## config.mk

```make
export PLATFORM = sky130hd
export DESIGN_NAME = lcd_pattern_gen_flat
export DESIGN_NICKNAME = d
export VERILOG_FILES = /design/src/rtl/lcd_pattern_gen_if.sv /design/src/rtl/lcd_pattern_gen.sv /design/src/flat_wrapper.sv
export SDC_FILE = /design/constraint.sdc
export NUM_CORES = 1
export LEC_CHECK = 0
export BUFFER_PORTS_ARGS = -buffer_cell sky130_fd_sc_hd__buf_2
export CAP_MARGIN = 20
export CORE_ASPECT_RATIO = 0.5
export CORE_MARGIN = 2
export CORE_UTILIZATION = 40
export CTS_BUF_LIST = sky130_fd_sc_hd__clkbuf_16
export CTS_CLUSTER_DIAMETER = 80
export CTS_CLUSTER_SIZE = 8
export DETAILED_ROUTE_END_ITERATION = 6
export PLACE_DENSITY_LB_ADDON = 0.1
export SYNTH_ARGS = -nofsm -noshare
export SYNTH_HDL_FRONTEND = slang
export SYNTH_SLANG_ARGS = --single-unit
```

## constraint.sdc

```tcl
create_clock -name i_rgb_clk -period 1.7 [get_ports i_rgb_clk]
set_input_delay 0.34 -clock i_rgb_clk [delete_from_list [all_inputs] [get_ports i_rgb_clk]]
set_output_delay 0.34 -clock i_rgb_clk [all_outputs]
set_load 0.02 [all_outputs]
```

## src/rtl/lcd_pattern_gen_if.sv

```systemverilog
// Video bus between the 800x480 timing generator and the pattern source.
// The timing side drives the i_* group; the pattern source drives the o_* group.
interface lcd_pattern_gen_if;
    logic        i_rgb_hs;
    logic        i_rgb_vs;
    logic        i_rgb_de;
    logic [10:0] i_rgb_x;
    logic [10:0] i_rgb_y;
    logic        o_rgb_hs;
    logic        o_rgb_vs;
    logic        o_rgb_de;
    logic [23:0] o_rgb_data;

    modport master (
        output i_rgb_hs, i_rgb_vs, i_rgb_de, i_rgb_x, i_rgb_y,
        input  o_rgb_hs, o_rgb_vs, o_rgb_de, o_rgb_data
    );

    modport slave (
        input  i_rgb_hs, i_rgb_vs, i_rgb_de, i_rgb_x, i_rgb_y,
        output o_rgb_hs, o_rgb_vs, o_rgb_de, o_rgb_data
    );
endinterface

```

## src/rtl/lcd_pattern_gen.sv

```systemverilog
// Test-pattern pixel source for an 800x480 RGB LCD.
// Eight patterns selected by a debounced key; the selection is applied only at
// the start of vertical sync. Sync/DE are delayed 2 clocks to match the data.
module lcd_pattern_gen #(
    parameter int unsigned H_ACTIVE        = 800,
    parameter int unsigned V_ACTIVE        = 480,
    parameter logic        VS_POL          = 1'b0,
    parameter int unsigned DEBOUNCE_CYCLES = 660000,
    parameter int unsigned CNT_W           = 20,
    parameter int unsigned CHECKER_SHIFT   = 5,
    parameter logic [2:0]  INIT_MODE       = 3'd0
) (
    input  logic               i_rgb_clk,
    input  logic               i_rgb_rst_n,
    input  logic               i_key,
    lcd_pattern_gen_if.slave   rgb,
    output logic [2:0]         o_mode
);

    typedef enum logic [2:0] {
        PAT_BARS    = 3'd0,
        PAT_GRAY    = 3'd1,
        PAT_CHECKER = 3'd2,
        PAT_RED     = 3'd3,
        PAT_GREEN   = 3'd4,
        PAT_BLUE    = 3'd5,
        PAT_WHITE   = 3'd6,
        PAT_BORDER  = 3'd7
    } pattern_t;

    localparam int unsigned      BAR_W   = H_ACTIVE / 8;
    localparam logic [CNT_W-1:0] DB_LAST = CNT_W'(DEBOUNCE_CYCLES - 1);
    localparam logic [10:0]      X_LAST  = 11'(H_ACTIVE - 1);
    localparam logic [10:0]      Y_LAST  = 11'(V_ACTIVE - 1);

    // key path
    logic [1:0]       key_meta;
    logic             key_sync;
    logic             key_stable;
    logic [CNT_W-1:0] db_cnt;
    logic             db_done;
    logic             press;

    // mode selection
    logic             vs_prev;
    logic             frame_start;
    logic [2:0]       mode_next;
    logic [2:0]       mode_cur;
    pattern_t         pat;

    // pixel pipeline
    logic [2:0]       bar;
    logic [23:0]      color;
    logic             hs_q1, vs_q1, de_q1;
    logic [23:0]      color_q1;
    logic             hs_q2, vs_q2, de_q2;
    logic [23:0]      data_q2;

    assign key_sync    = key_meta[1];
    assign db_done     = (key_sync != key_stable) && (db_cnt == DB_LAST);
    assign press       = db_done && !key_sync;
    assign frame_start = (vs_prev != VS_POL) && (rgb.i_rgb_vs == VS_POL);
    assign pat         = pattern_t'(mode_cur);

    // Two-flop synchroniser for the asynchronous push-button.
    always_ff @(posedge i_rgb_clk or negedge i_rgb_rst_n) begin
        if (!i_rgb_rst_n) begin
            key_meta <= 2'b11;
        end else begin
            key_meta <= {key_meta[0], i_key};
        end
    end

    // Accept a new key level only after it has held for DEBOUNCE_CYCLES clocks.
    always_ff @(posedge i_rgb_clk or negedge i_rgb_rst_n) begin
        if (!i_rgb_rst_n) begin
            key_stable <= 1'b1;
            db_cnt     <= '0;
        end else if (key_sync == key_stable) begin
            db_cnt <= '0;
        end else if (db_done) begin
            key_stable <= key_sync;
            db_cnt     <= '0;
        end else begin
            db_cnt <= db_cnt + 1'b1;
        end
    end

    // Presses queue into mode_next; mode_cur latches it at each frame start.
    // Same-cycle press and frame start: mode_cur takes the pre-increment value.
    always_ff @(posedge i_rgb_clk or negedge i_rgb_rst_n) begin
        if (!i_rgb_rst_n) begin
            vs_prev   <= ~VS_POL;
            mode_next <= INIT_MODE;
            mode_cur  <= INIT_MODE;
        end else begin
            vs_prev <= rgb.i_rgb_vs;
            if (press) begin
                mode_next <= mode_next + 3'd1;
            end
            if (frame_start) begin
                mode_cur <= mode_next;
            end
        end
    end

    // Bar index from a comparator chain against multiples of the bar width.
    always_comb begin
        bar = '0;
        for (int unsigned k = 1; k < 8; k++) begin
            if (32'(rgb.i_rgb_x) >= k * BAR_W) begin
                bar = 3'(k);
            end
        end
    end

    // Pattern colour for the current input pixel.
    always_comb begin
        color = '0;
        unique case (pat)
            PAT_BARS: begin
                unique case (bar)
                    3'd0: color = 24'hFFFFFF;
                    3'd1: color = 24'hFFFF00;
                    3'd2: color = 24'h00FFFF;
                    3'd3: color = 24'h00FF00;
                    3'd4: color = 24'hFF00FF;
                    3'd5: color = 24'hFF0000;
                    3'd6: color = 24'h0000FF;
                    3'd7: color = 24'h000000;
                endcase
            end
            PAT_GRAY:    color = {3{rgb.i_rgb_x[7:0]}};
            PAT_CHECKER: color = (rgb.i_rgb_x[CHECKER_SHIFT] ^ rgb.i_rgb_y[CHECKER_SHIFT]) ? '1 : '0;
            PAT_RED:     color = 24'hFF0000;
            PAT_GREEN:   color = 24'h00FF00;
            PAT_BLUE:    color = 24'h0000FF;
            PAT_WHITE:   color = 24'hFFFFFF;
            PAT_BORDER:  color = (rgb.i_rgb_x == '0 || rgb.i_rgb_x == X_LAST ||
                                  rgb.i_rgb_y == '0 || rgb.i_rgb_y == Y_LAST) ? '1 : '0;
        endcase
    end

    // Stage 1: register timing and the computed colour.
    always_ff @(posedge i_rgb_clk or negedge i_rgb_rst_n) begin
        if (!i_rgb_rst_n) begin
            hs_q1    <= 1'b0;
            vs_q1    <= 1'b0;
            de_q1    <= 1'b0;
            color_q1 <= '0;
        end else begin
            hs_q1    <= rgb.i_rgb_hs;
            vs_q1    <= rgb.i_rgb_vs;
            de_q1    <= rgb.i_rgb_de;
            color_q1 <= color;
        end
    end

    // Stage 2: output registers; data is blanked outside the active area.
    always_ff @(posedge i_rgb_clk or negedge i_rgb_rst_n) begin
        if (!i_rgb_rst_n) begin
            hs_q2   <= 1'b0;
            vs_q2   <= 1'b0;
            de_q2   <= 1'b0;
            data_q2 <= '0;
        end else begin
            hs_q2   <= hs_q1;
            vs_q2   <= vs_q1;
            de_q2   <= de_q1;
            data_q2 <= de_q1 ? color_q1 : '0;
        end
    end

    assign rgb.o_rgb_hs   = hs_q2;
    assign rgb.o_rgb_vs   = vs_q2;
    assign rgb.o_rgb_de   = de_q2;
    assign rgb.o_rgb_data = data_q2;
    assign o_mode         = mode_cur;

endmodule

```

## src/flat_wrapper.sv

```systemverilog
// flat-port wrapper written by rule: the top's interface ports become plain ports
module lcd_pattern_gen_flat 
#(
    parameter int unsigned H_ACTIVE        = 800,
    parameter int unsigned V_ACTIVE        = 480,
    parameter logic        VS_POL          = 1'b0,
    parameter int unsigned DEBOUNCE_CYCLES = 660000,
    parameter int unsigned CNT_W           = 20,
    parameter int unsigned CHECKER_SHIFT   = 5,
    parameter logic [2:0]  INIT_MODE       = 3'd0
)
  (i_rgb_clk, i_rgb_rst_n, i_key, o_mode, rgb_i_rgb_hs, rgb_i_rgb_vs, rgb_i_rgb_de, rgb_i_rgb_x, rgb_i_rgb_y, rgb_o_rgb_hs, rgb_o_rgb_vs, rgb_o_rgb_de, rgb_o_rgb_data);
  lcd_pattern_gen_if rgb_i ();
  input  logic i_rgb_clk;
  input  logic i_rgb_rst_n;
  input  logic i_key;
  output logic [2:0] o_mode;
  input wire logic [$bits(rgb_i.i_rgb_hs)-1:0] rgb_i_rgb_hs;
  input wire logic [$bits(rgb_i.i_rgb_vs)-1:0] rgb_i_rgb_vs;
  input wire logic [$bits(rgb_i.i_rgb_de)-1:0] rgb_i_rgb_de;
  input wire logic [$bits(rgb_i.i_rgb_x)-1:0] rgb_i_rgb_x;
  input wire logic [$bits(rgb_i.i_rgb_y)-1:0] rgb_i_rgb_y;
  output wire logic [$bits(rgb_i.o_rgb_hs)-1:0] rgb_o_rgb_hs;
  output wire logic [$bits(rgb_i.o_rgb_vs)-1:0] rgb_o_rgb_vs;
  output wire logic [$bits(rgb_i.o_rgb_de)-1:0] rgb_o_rgb_de;
  output wire logic [$bits(rgb_i.o_rgb_data)-1:0] rgb_o_rgb_data;
  assign rgb_i.i_rgb_hs = rgb_i_rgb_hs;
  assign rgb_i.i_rgb_vs = rgb_i_rgb_vs;
  assign rgb_i.i_rgb_de = rgb_i_rgb_de;
  assign rgb_i.i_rgb_x = rgb_i_rgb_x;
  assign rgb_i.i_rgb_y = rgb_i_rgb_y;
  assign rgb_o_rgb_hs = rgb_i.o_rgb_hs;
  assign rgb_o_rgb_vs = rgb_i.o_rgb_vs;
  assign rgb_o_rgb_de = rgb_i.o_rgb_de;
  assign rgb_o_rgb_data = rgb_i.o_rgb_data;
  lcd_pattern_gen #(.H_ACTIVE(H_ACTIVE), .V_ACTIVE(V_ACTIVE), .VS_POL(VS_POL), .DEBOUNCE_CYCLES(DEBOUNCE_CYCLES), .CNT_W(CNT_W), .CHECKER_SHIFT(CHECKER_SHIFT), .INIT_MODE(INIT_MODE)) u_core (.i_rgb_clk(i_rgb_clk), .i_rgb_rst_n(i_rgb_rst_n), .i_key(i_key), .rgb(rgb_i), .o_mode(o_mode));
endmodule
```

=== Word level (Yosys, flattened, before mapping) ===
Memories as Yosys holds them, arrays and structs flattened.
Index checks and enable logic that the tools add are counted.

* Add/sub/neg operators: 2
* Equality and inequality tests: 12
* Muxes and demuxes: 13
* Reductions and logical operators: 11
* Bitwise logic cells: 3
* Magnitude comparators: 7

{| class="wikitable"
|+ Operator list
! operator !! count
|-
| $pmux 24 s8 || 1
|-
| $mux 24 || 3
|-
| $mux 20 || 2
|-
| $ge 11x9->1 const B || 3
|-
| $ge 11x10->1 const B || 2
|-
| $logic_not 11->1 || 2
|-
| $add 20x1->20 const B || 1
|-
| $eq 20x20->1 const B || 1
|-
| $eq 3x3->1 const B || 4
|-
| $mux 3 || 4
|-
| $eq 11x10->1 const B || 1
|-
| $eq 11x9->1 const B || 1
|-
| $ge 11x7->1 const B || 1
|-
| $ge 11x8->1 const B || 1
|-
| $eq 3x2->1 const B || 2
|-
| $mux 2 || 2
|-
| $add 3x1->3 const B || 1
|-
| $eq 3x1->1 const B || 1
|-
| $logic_and 1x1->1 || 3
|-
| $logic_not 3->1 || 1
|-
| $logic_or 1x1->1 || 3
|-
| $not 1->1 || 2
|-
| $reduce_and 2->1 || 1
|-
| $eq 1x1->1 || 1
|-
| other kinds (4) || 4
|}

* Input bits: 28
* Memories kept: 1
* Memory bits (read-only): 192
* Output and inout port bits: 30
* Word-level logic and storage cells: 63
* Register bits after elaboration: 84

{| class="wikitable"
|+ Memories
! name !! words !! bits a word !! rd ports !! clocked after Yosys merged registers in !! write ports !! line !! source
|-
| (no name shown) || 8 || 24 || 1 || 0 || 0 || lcd_pattern_gen.sv:122 || <nowiki>unique case (bar)</nowiki>
|}

=== Logic depth before layout (Yosys ltp) ===
Gate-level depths: netlist (run 1).
An unclocked memory read counts as a cell.

* Depth in word-level cells: 10
* Gate-level depth with buffers: 7
* Mapped depth without buffers: 7

=== Worst setup path after synthesis (run 1) ===
No wires, ideal clock.

* Kind: register to register
* Start point: register u_core.db_cnt[0]
* End point: register u_core.mode_next[1]
* Stages on the path, launching flop included: 7
* Data arrival time: 1.581 ns
* Data required time: 1.575 ns
* Clock period less this slack: 1.706 ns
* Path buffers: 0
* Path slack: -0.006 ns
* Library setup time: 0.125 ns
* Path through: dfrtp_1 > ha_1 > and4_1 > and3_1 > nand4_1 > nor2_1 > mux2_2

* Longest elaborated chain between the ends: 3

{| class="wikitable"
|+ RTL lines
! what !! line !! source
|-
| start, declared || lcd_pattern_gen.sv:40 || <nowiki>logic [CNT_W-1:0] db_cnt;</nowiki>
|-
| start signal, assigned || lcd_pattern_gen.sv:85 || <nowiki>db_cnt <= db_cnt + 1'b1;</nowiki>
|-
| $eq 20x20->1 || lcd_pattern_gen.sv:60 || <nowiki>assign db_done = (key_sync != key_stable) && (db_cnt == DB_LAST);</nowiki>
|-
| $logic_and 1x1->1 || lcd_pattern_gen.sv:60 ||
|-
| $logic_and 1x1->1 || lcd_pattern_gen.sv:61 || <nowiki>assign press = db_done && !key_sync;</nowiki>
|-
| end signal, assigned || lcd_pattern_gen.sv:99 || <nowiki>mode_next <= mode_next + 3'd1;</nowiki>
|-
| end, declared || lcd_pattern_gen.sv:47 || <nowiki>logic [2:0] mode_next;</nowiki>
|}

No other way between the ends.
A chain may end at the register's enable or synchronous reset.

=== Worst setup path in the final report (run 1) ===
* Start point: register u_core.db_cnt[8]
* End point: register u_core.mode_next[1]

The elaborated chain is that of the path after synthesis.

==> results of run 1 <==
-- metal layers --
metal,vias up,track usage
li1,1186,-
met3,6,0.06391
met2,43,0.2744
met4,0,0.04282
met1,1226,0.1995
met5,-,0
-- path summary, 6_finish.rpt --
path	startpoint	to	cells past startpoint
max	u_core.db_cnt[8]	u_core.mode_next[1]	5
min	i_key	u_core.key_meta[0]	1
max reg2reg	u_core.db_cnt[8]	u_core.mode_next[1]	5
min reg2reg	u_core.hs_q1	u_core.rgb.o_rgb_hs	0
max in group asynchronous	i_rgb_rst_n	u_core.db_cnt[16]	3
min in group asynchronous	i_rgb_rst_n	u_core.o_mode[2]	2
-- area by class of cell --
| type | count | area (sq um) | share of cell area |
|---|---|---|---|
| flip-flops and latches | 84 | 2107 | 0.4633 |
| clock buffers | 9 | 225.2 | 0.04952 |
| repair buffers | 101 | 683.2 | 0.1502 |
| inverters | 3 | 11.26 | 0.002476 |
| multi-input cells | 190 | 1345 | 0.2957 |
| well taps | 112 | 140.1 | 0.03081 |
| clock inverters | 7 | 36.28 | 0.007978 |
-- kinds of logic after synthesis --
kind of cell / count (synthesis)
fa+ha+maj: 2
mux: 6
buf+inv: 16
compound gates: 20
xor+xnor: 22
simple gates: 140
flops: 84
-- synth_stat cells (2+ instances only) --
cell type	n
nor2_1	27
ha_1	2
and2_1	24
and3_1	7
and4_1	2
buf_2	3
nor4b_1	2
nor2b_1	2
nand2_1	33
inv_1	3
nor4_1	4
clkbuf_1	4
dfstp_2	4
xor2_1	13
nand4_2	2
o21ai_1	2
or4_1	3
mux2_2	6
a21oi_1	3
nand3_1	14
a211oi_1	2
nand4_1	9
nor3_1	4
a31oi_4	3
buf_6	4
nand2b_1	2
dfrtp_1	80
o311a_1	2
xnor2_1	9
-- state kept, by name, summed over array words and instances (netlist names) --
| signal | flops |
|---|---|
| u_core.key_meta | 2 |
| u_core.mode_next | 3 |
| u_core.vs_q1 | 1 |
| u_core.vs_prev | 1 |
| u_core.db_cnt | 20 |
| u_core.color_q1 | 24 |
| u_core.key_stable | 1 |
| u_core.rgb.o_rgb_hs | 1 |
| u_core.de_q1 | 1 |
| u_core.hs_q1 | 1 |
| u_core.o_mode | 3 |
| u_core.rgb.o_rgb_de | 1 |
| u_core.rgb.o_rgb_vs | 1 |
| u_core.rgb.o_rgb_data | 24 |
-- stage by stage --
stage	cells	hold slack, ps	total power, mW	worst slack [ps]	instance area (sq um)
after CTS	504	94.99	4.211	-2.233	4444
after global routing	506	88.20	4.368	-47.90	4548
after detailed placement	484	321.3	2.501	-104.4	4125
after floorplan	290	44.41	2.313	27.19	3477
after global placement	484	309.8	2.489	-97.05	4125
final	506	112.4	4.175	-6.903	4548
-- power groups by stage --
stage	clock network, mW	registers [mW]	logic (mW)
6_report	1.69	2.11	0.375
5_1_grt	1.84	2.12	0.415
4_1_cts	1.74	2.11	0.361
3_5_place_dp	0	2.15	0.355
3_3_place_gp	0	2.14	0.345
2_1_floorplan	0	2.17	0.138
-- timing repair --
item / in CTS / in global routing
setup buffers: 3 / 1
hold endpoints to repair: 28 / 0
pin swaps: 4 / 14
hold buffers: 1 / 0
resized for setup: 6 / 17
endpoints found under the setup margin: 23 / 23
gates cloned: 0 / 2
-- layout by cell type, fill, tap and decap left out, types with 3 or more instances in the layout --
master and instances:
a21oi_1 3, a31oi_4 3, and2_1 24, and3_1 5, buf_12 3, buf_2 56, buf_4 38, clkbuf_16 10
dfrtp_1 80, dfstp_2 4, inv_1 5, mux2_2 5, nand2_1 32, nand3_1 14, nand4_1 9, nor2_1 20
nor2_2 3, nor2_4 4, nor3_1 4, nor4_1 4, or4_1 3, xnor2_1 9, xor2_1 11
==> flow_summary.json, run 1 <==
{
  "wl_per_cell_microns": 14.33,
  "met1Wirelength_mm": 3.271,
  "fmax_ghz": 0.5859,
  "ios": 58,
  "cts_max_level": 3,
  "yosysTopAreaCellShare": 0.5762,
  "synth_ff_type": "dfrtp_1",
  "vias_per_cell": 4.864,
  "wl_met3_microns": 248,
  "vias": 2461,
  "crit_chain": "nor4b_2, and3_1, nand4_1, nor2_4, mux2_4",
  "cp_max_fo": 2,
  "switching_power_uw": 965.3,
  "clkLatencyLatePin_ps": 330,
  "ys_ff_latch": 84,
  "period_minus_slack_ps": 1707,
  "synth_warnings": 0,
  "synthTopCellsByArea": "dfrtp_1 (58%), and2_1 (4.3%), nand2_1 (3.6%)",
  "cap_violations": 0,
  "crit_required_ps": 1910,
  "cp_data_arrival_time_ps": 1920,
  "initial_core_util": 0.4236,
  "grt-ovfl-total": 0,
  "grt_max_degree": 35,
  "root_buffer": "clkbuf_16",
  "grt_pass1_wl_mm": 11.92,
  "synth_fa_ha_area_frac": 0.007202,
  "dpl.hpwl_mm": 5.215,
  "final_hold_viol_count": 0,
  "post-route-period-util": 1.004,
  "die_width_microns": 135.8,
  "drtAntennaViolNets": 0,
  "synth_top_family_by_area": "simple AND/OR/NAND/NOR gates",
  "relSlewSlack": 0.6263,
  "worst_pin_slew_ps": 560.6,
  "antennaDiodeCount": 0,
  "synth_edf_count": 0,
  "fin_nets": 419,
  "synth_area_leader_cell": "dfrtp_1",
  "area_growth_pct": 30.90,
  "power.share.sequential": 0.505,
  "status": "complete, but fails checks",
  "dieArea_sq_um": 9493,
  "fin_tns_setup_ps": -7.187,
  "clk_pin_slew_ps": 60,
  "cp-end-kind": "flip-flop",
  "combPwrFrac": 0.090,
  "async_flop_share": 1.000,
  "coreArea_sq_um": 8202,
  "first_pass_iters": 4,
  "path_class": "flip-flop to flip-flop",
  "syn_area_sq_um": 3475,
  "clock-sinks": 84,
  "antenna_found_initial": 0,
  "violations": "setup timing",
  "route.met2.wl_mm": 3.665,
  "hp-class": "input pin to flip-flop",
  "numCtsBuffers": 9,
  "timing.final.ws_setup_ps": -6.903,
  "syn_nets": 320,
  "grt_pass1_vias": 2614,
  "cellLeakagePower_nw": 2.299,
  "slew_viol_final": 0,
  "avgSynthCellArea_sq_um": 11.98,
  "drt-total-wl_mm": 7.251,
  "drive_gt1_frac": 0.3832,
  "drt_iter0_markers": 91,
  "synth_compound_area_frac": 0.06446,
  "post-route-drc-count": 0,
  "die_height_microns": 69.91,
  "power_density_nw_per_um2": 918.0,
  "start_kind": "flip-flop",
  "p_sw_frac": 0.2312,
  "rsz0062_at_grt": "true",
  "portBuffers": 57,
  "ff2ff_setup_slack_ps": -7,
  "max_stage_delay_ps": 400,
  "seq_area_frac_synth": 0.6064,
  "synth.area.mux_share": 0.01945,
  "setup_viol": 2,
  "fin_util": 0.5545,
  "synth-simple-area-share": 0.2143,
  "grt.total_usage": 0.1640,
  "skew_ps": 7.133,
  "synthCells": 290,
  "place_congestion": 0.7910,
  "cp_num_buf_inv": 0,
  "critical_path.slowest_cell": "dfrtp_1",
  "row_count": 23,
  "cts_tree": "built",
  "max-clock-path-buffers": 2,
  "irDropWorstVdd_mv": 0.4672,
  "crit_family": "simple AND/OR/NAND/NOR gates",
  "clkPwrFrac": 0.405,
  "power.internal_mw": 3.210,
  "ys_types": 44,
  "synth_xor_xnor_area_share": 0.05546,
  "maxUsedRoutingLayer": "met4",
  "num-fill-cells": 722
}
(Power assumes the default switching activity.)
==> inputs of run 2 (changes only) <==
- BUFFER_PORTS_ARGS: -buffer_cell sky130_fd_sc_hd__buf_2 -> unset
- DONT_BUFFER_PORTS: unset -> 1
- RECOVER_POWER: unset -> 25
==> run 2 against run 1 <==
Compared with the run above:
- the flow finishes with violations (hold timing)
- total power is 2.4% lower
- non-clock buffer count fell by 77
- clock-buffer cell count unchanged
- critical endpoint is now u_core.db_cnt[19]
- largest cell class unchanged
==> flow_summary.json, run 2 (synthesized netlist as in run 1, its figures left out) <==
{
  "numCtsBuffers": 9,
  "dp_cells": 408,
  "cts_tree": "built",
  "vias": 2179,
  "crit_start": "u_core.db_cnt[7]",
  "initial_core_util": 0.4236,
  "wl_per_cell_microns": 15.52,
  "violations": "hold timing",
  "antennaDiodeCount": 0,
  "dieArea_sq_um": 9493,
  "grt_pass1_wl_mm": 11.14,
  "hold_buffers": 2,
  "fin_nets": 342,
  "slew_viol_final": 0,
  "start_kind": "flip-flop",
  "timing.final.ws_setup_ps": 19.43,
  "die_height_microns": 69.91,
  "coreArea_sq_um": 8202,
  "die_width_microns": 135.8,
  "place_ws_ps": -48.92,
  "fmax_ghz": 0.5950,
  "layout_commonest_cell": "dfrtp_1",
  "path_class": "flip-flop to flip-flop",
  "layoutNonFillerInstCount": 429,
  "cp_max_fo": 6,
  "first_pass_iters": 5,
  "clk_pin_slew_ps": 60,
  "worst_pin_slew_ps": 649.1,
  "grt-ovfl-total": 0,
  "post-route-period-util": 0.9886,
  "setup_viol": 0,
  "post-route-drc-count": 0,
  "status": "complete, but fails checks",
  "grt.total_usage": 0.1562,
  "clkLatencyLatePin_ps": 340,
  "hp-class": "input pin to async pin",
  "power_density_nw_per_um2": 1016,
  "area_growth_pct": 15.52,
  "drtAntennaViolNets": 0,
  "final_hold_viol_count": 84,
  "ios": 58,
  "root_buffer": "clkbuf_16",
  "crit_required_ps": 1930,
  "clock-sinks": 84,
  "cap_violations": 0,
  "cts_max_level": 3,
  "total_power_mw": 4.077,
  "max-clock-path-buffers": 2,
  "drt_iter0_markers": 121,
  "drt-total-wl_mm": 6.658,
  "rsz0062_at_grt": "true",
  "irDropWorstVdd_mv": 0.4369,
  "skew_ps": 5.062,
  "layout_common_cells": "dfrtp_1 (79), nand2_1 (32), nor2_1 (26), and2_1 (24), buf_4 (21)",
  "row_count": 23,
  "grt_max_degree": 85,
  "portBuffers": 0,
  "r2r-start": "u_core.db_cnt[7]",
  "relSlewSlack": 0.5672,
  "dpl.hpwl_mm": 4.712,
  "vias_per_cell": 5.079,
  "antenna_found_initial": 0,
  "place_congestion": 0.7608,
  "drive_gt1_frac": 0.2050,
  "fin_tns_setup_ps": 0,
  "cp_data_arrival_time_ps": 1910,
  "period_minus_slack_ps": 1681,
  "cp-end-kind": "flip-flop",
  "cellLeakagePower_nw": 1.922,
  "whs_ps": -308.7,
  "grt_pass1_vias": 2192
}
run 2: changes by cell type in the layout (fill, tap and decap cells not counted), moves of 4 or more:
cell,before,now
buf_4,38,21
nor2_1,20,26
nor2_4,4,0
buf_2,56,0
run 2: path summary, 6_finish.rpt:
| kind | cells after the start | endpoint | slack [ps] |
|---|---|---|---|
| max | 6 | u_core.db_cnt[19] | 20 |
| min | 0 | u_core.o_mode[1] | -310 |
| max reg2reg | 6 | u_core.db_cnt[19] | 20 |
| max in group asynchronous | 0 | u_core.key_meta[1] | 1820 |
| min reg2reg | 0 | u_core.rgb.o_rgb_hs | 350 |
| min in group i_rgb_clk | 0 | u_core.vs_q1 | 30 |
run 2: metal layers:
layer  track usage  routed length [microns]
met1        0.2102                     3184
met2        0.2256                     3004
met3       0.06899                      412
met4       0.05208                       56
met5             0                        0
run 2: repair_timing:
| item | in CTS | in global routing |
|---|---|---|
| setup endpoints to repair | 2 | 23 |
| resized for setup | 4 | 2 |
| buffers inserted | 0 | 3 |
| pin swaps | 8 | 3 |
| hold endpoints to repair | 86 | 84 |
run 2: worst max-delay path, cell delays in order (launching register included):
cell and delay [ps]:
dfrtp_1 440, and4_1 290, and4_4 240, and3_1 200, and3_1 210, xnor2_1 130, nor2_1 50
run 2: where the power goes:
group / switching (mW) / internal (mW) / leakage, nW
combinational: 0.0738 / 0.0745 / 0.684
sequential: 0.0710 / 2.08 / 1.11
clock: 0.782 / 0.995 / 0.131
total: 0.927 / 3.15 / 1.92
run 2: metrics by stage:
stage	area [sq um]	util
3_5_place_dp	3670	0.4474
2_1_floorplan	3477	-
4_1_cts	3981	0.4854
6_report	4014	0.4894
5_1_grt	4014	0.4894
3_3_place_gp	3670	0.4474
run 2: cell type report:
cell class | instances | area (sq um)
fillers | 735 | 4188
flip-flops and latches | 84 | 2108
multi-input cells | 190 | 1279
clock buffers | 9 | 225.2
repair buffers | 24 | 197.7
well taps | 112 | 140.1
clock inverters | 7 | 52.55
inverters | 3 | 11.26
==> inputs of run 3 (changes only) <==
- PLACE_DENSITY_LB_ADDON: 0.1 -> unset
==> run 3 against run 2 <==
Compared with the run above:
- the run still ends with hold timing left
- worst hold slack better by 1.8 ps
- global-route usage fell by 0.079 points
- sequential power hardly changed
- die area unchanged
- flip-flop and latch count did not move
- largest cell class unchanged
==> flow_summary.json, run 3 (synthesized netlist as in run 1, its figures left out) <==
{
  "portBuffers": 0,
  "drt_iter0_markers": 156,
  "grt_pass1_vias": 2373,
  "relSlewSlack": 0.5987,
  "coreArea_sq_um": 8202,
  "drive_gt1_frac": 0.2320,
  "cts_max_level": 3,
  "fin_tns_setup_ps": 0,
  "die_height_microns": 69.91,
  "fin_nets": 344,
  "ios": 58,
  "clkLatencyLatePin_ps": 340,
  "numCtsBuffers": 9,
  "status": "complete, but fails checks",
  "root_buffer": "clkbuf_16",
  "post-route-drc-count": 0,
  "final_cell_area_sq_um": 4081,
  "cp_data_arrival_time_ps": 1910,
  "period_minus_slack_ps": 1680,
  "drt-total-wl_mm": 6.708,
  "cp-end-kind": "flip-flop",
  "dieArea_sq_um": 9493,
  "seqCellArea_sq_um": 2108,
  "fmax_ghz": 0.5951,
  "cellLeakagePower_nw": 1.962,
  "vias_per_cell": 5.102,
  "num-fill-cells": 728,
  "crit_required_ps": 1920,
  "total_power_mw": 4.372,
  "area_growth_pct": 17.46,
  "drtAntennaViolNets": 0,
  "final_hold_viol_count": 84,
  "rsz0062_at_grt": "true",
  "hold_buffers": 2,
  "grt_pass1_wl_mm": 11.43,
  "irDropWorstVdd_mv": 0.5749,
  "critical_path.slowest_cell": "dfrtp_1",
  "crit_family": "simple AND/OR/NAND/NOR gates",
  "clk_pin_slew_ps": 60,
  "antenna_found_initial": 0,
  "grt.total_usage": 0.1555,
  "layout_commonest_cell": "dfrtp_1",
  "first_pass_iters": 4,
  "die_width_microns": 135.8,
  "worst_pin_slew_ps": 601.9,
  "cts_tree": "built",
  "grt-ovfl-total": 0,
  "postPlaceCellArea_sq_um": 3665,
  "max-clock-path-buffers": 2,
  "power_density_nw_per_um2": 1071,
  "grt_max_degree": 85,
  "clock-sinks": 84,
  "layout_common_cells": "dfrtp_1 (79), nand2_1 (32), nor2_1 (26), and2_1 (24), buf_4 (24)",
  "row_count": 23,
  "setup_viol": 0,
  "cp_max_fo": 5,
  "hp-class": "input pin to async pin",
  "violations": "hold timing",
  "wl_per_cell_microns": 15.56,
  "initial_core_util": 0.4236,
  "place_ws_ps": -20.28,
  "dpl.hpwl_mm": 4.623,
  "path_class": "flip-flop to flip-flop",
  "start_kind": "flip-flop",
  "post-route-period-util": 0.9884,
  "timing.final.ws_setup_ps": 19.68,
  "cap_violations": 0,
  "skew_ps": 7.491,
  "antennaDiodeCount": 0,
  "cp_num_buf_inv": 0,
  "whs_ps": -306.9,
  "crit_chain": "nor4b_2, and3_1, nand4_1, nor2_2, mux2_2",
  "max_stage_delay_ps": 440,
  "multi_input_area_sq_um": 1300,
  "slew_viol_final": 0,
  "place_congestion": 0.8466,
  "vias": 2199
}
[run 3: changes by cell type in the layout (fill, tap and decap cells not counted), sizes merged]
cell / before / now
buf: 22 / 24
clkinv: 4 / 3
inv: 4 / 5
clkinvlp: 2 / 0
bufinv: 0 / 2
[run 3: metrics by stage]
step | utilization | std cells
2_1_floorplan | - | 290
3_3_place_gp | 0.4468 | 409
3_5_place_dp | 0.4468 | 409
4_1_cts | 0.4920 | 430
5_1_grt | 0.4976 | 431
6_report | 0.4976 | 431
[run 3: final timing paths]
| check | start | endpoint | slack, ps | depth (start not counted) |
|---|---|---|---|---|
| setup / recovery | u_core.db_cnt[8] | u_core.mode_next[1] | 20 | 5 |
| hold / removal | i_rgb_rst_n | u_core.vs_q1 | -310 | 0 |
| setup reg to reg | u_core.db_cnt[8] | u_core.mode_next[1] | 20 | 5 |
| hold reg to reg | u_core.hs_q1 | u_core.rgb.o_rgb_hs | 350 | 0 |
| max in group asynchronous | i_rgb_rst_n | u_core.key_meta[0] | 1780 | 0 |
| min in group i_rgb_clk | rgb_i_rgb_vs | u_core.vs_q1 | 30 | 0 |
[run 3: timing repair]
| item | CTS | global route |
|---|---|---|
| pin swaps | 4 | 1 |
| endpoints found under the setup margin | 2 | 17 |
| gates resized for setup | 1 | 10 |
| hold endpoints to repair | 86 | 84 |
| setup buffers | 3 | 2 |
[run 3: where the power goes]
group | internal (mW) | total (mW) | switching [mW] | leakage, nW
clock network | 1.29 | 2.06 | 0.769 | 0.160
logic | 0.0798 | 0.155 | 0.0755 | 0.694
registers | 2.08 | 2.16 | 0.0744 | 1.11
total | 3.45 | 4.37 | 0.919 | 1.96
[run 3: layer usage]
metal,global-route usage,vias up,wire [microns]
met3,0.05519,12,362
li1,-,1035,-
met1,0.2017,1085,3048
met4,0.05556,0,110
met2,0.2419,67,3186
met5,0,-,0
[run 3: layout make-up]
type	count	area share
timing repair buffer	26	0.04905
multi-input combinational	190	0.3185
inverter	3	0.002759
clock buffer	9	0.05518
tap	112	0.03433
clock inverter	7	0.02361
sequential	84	0.5166
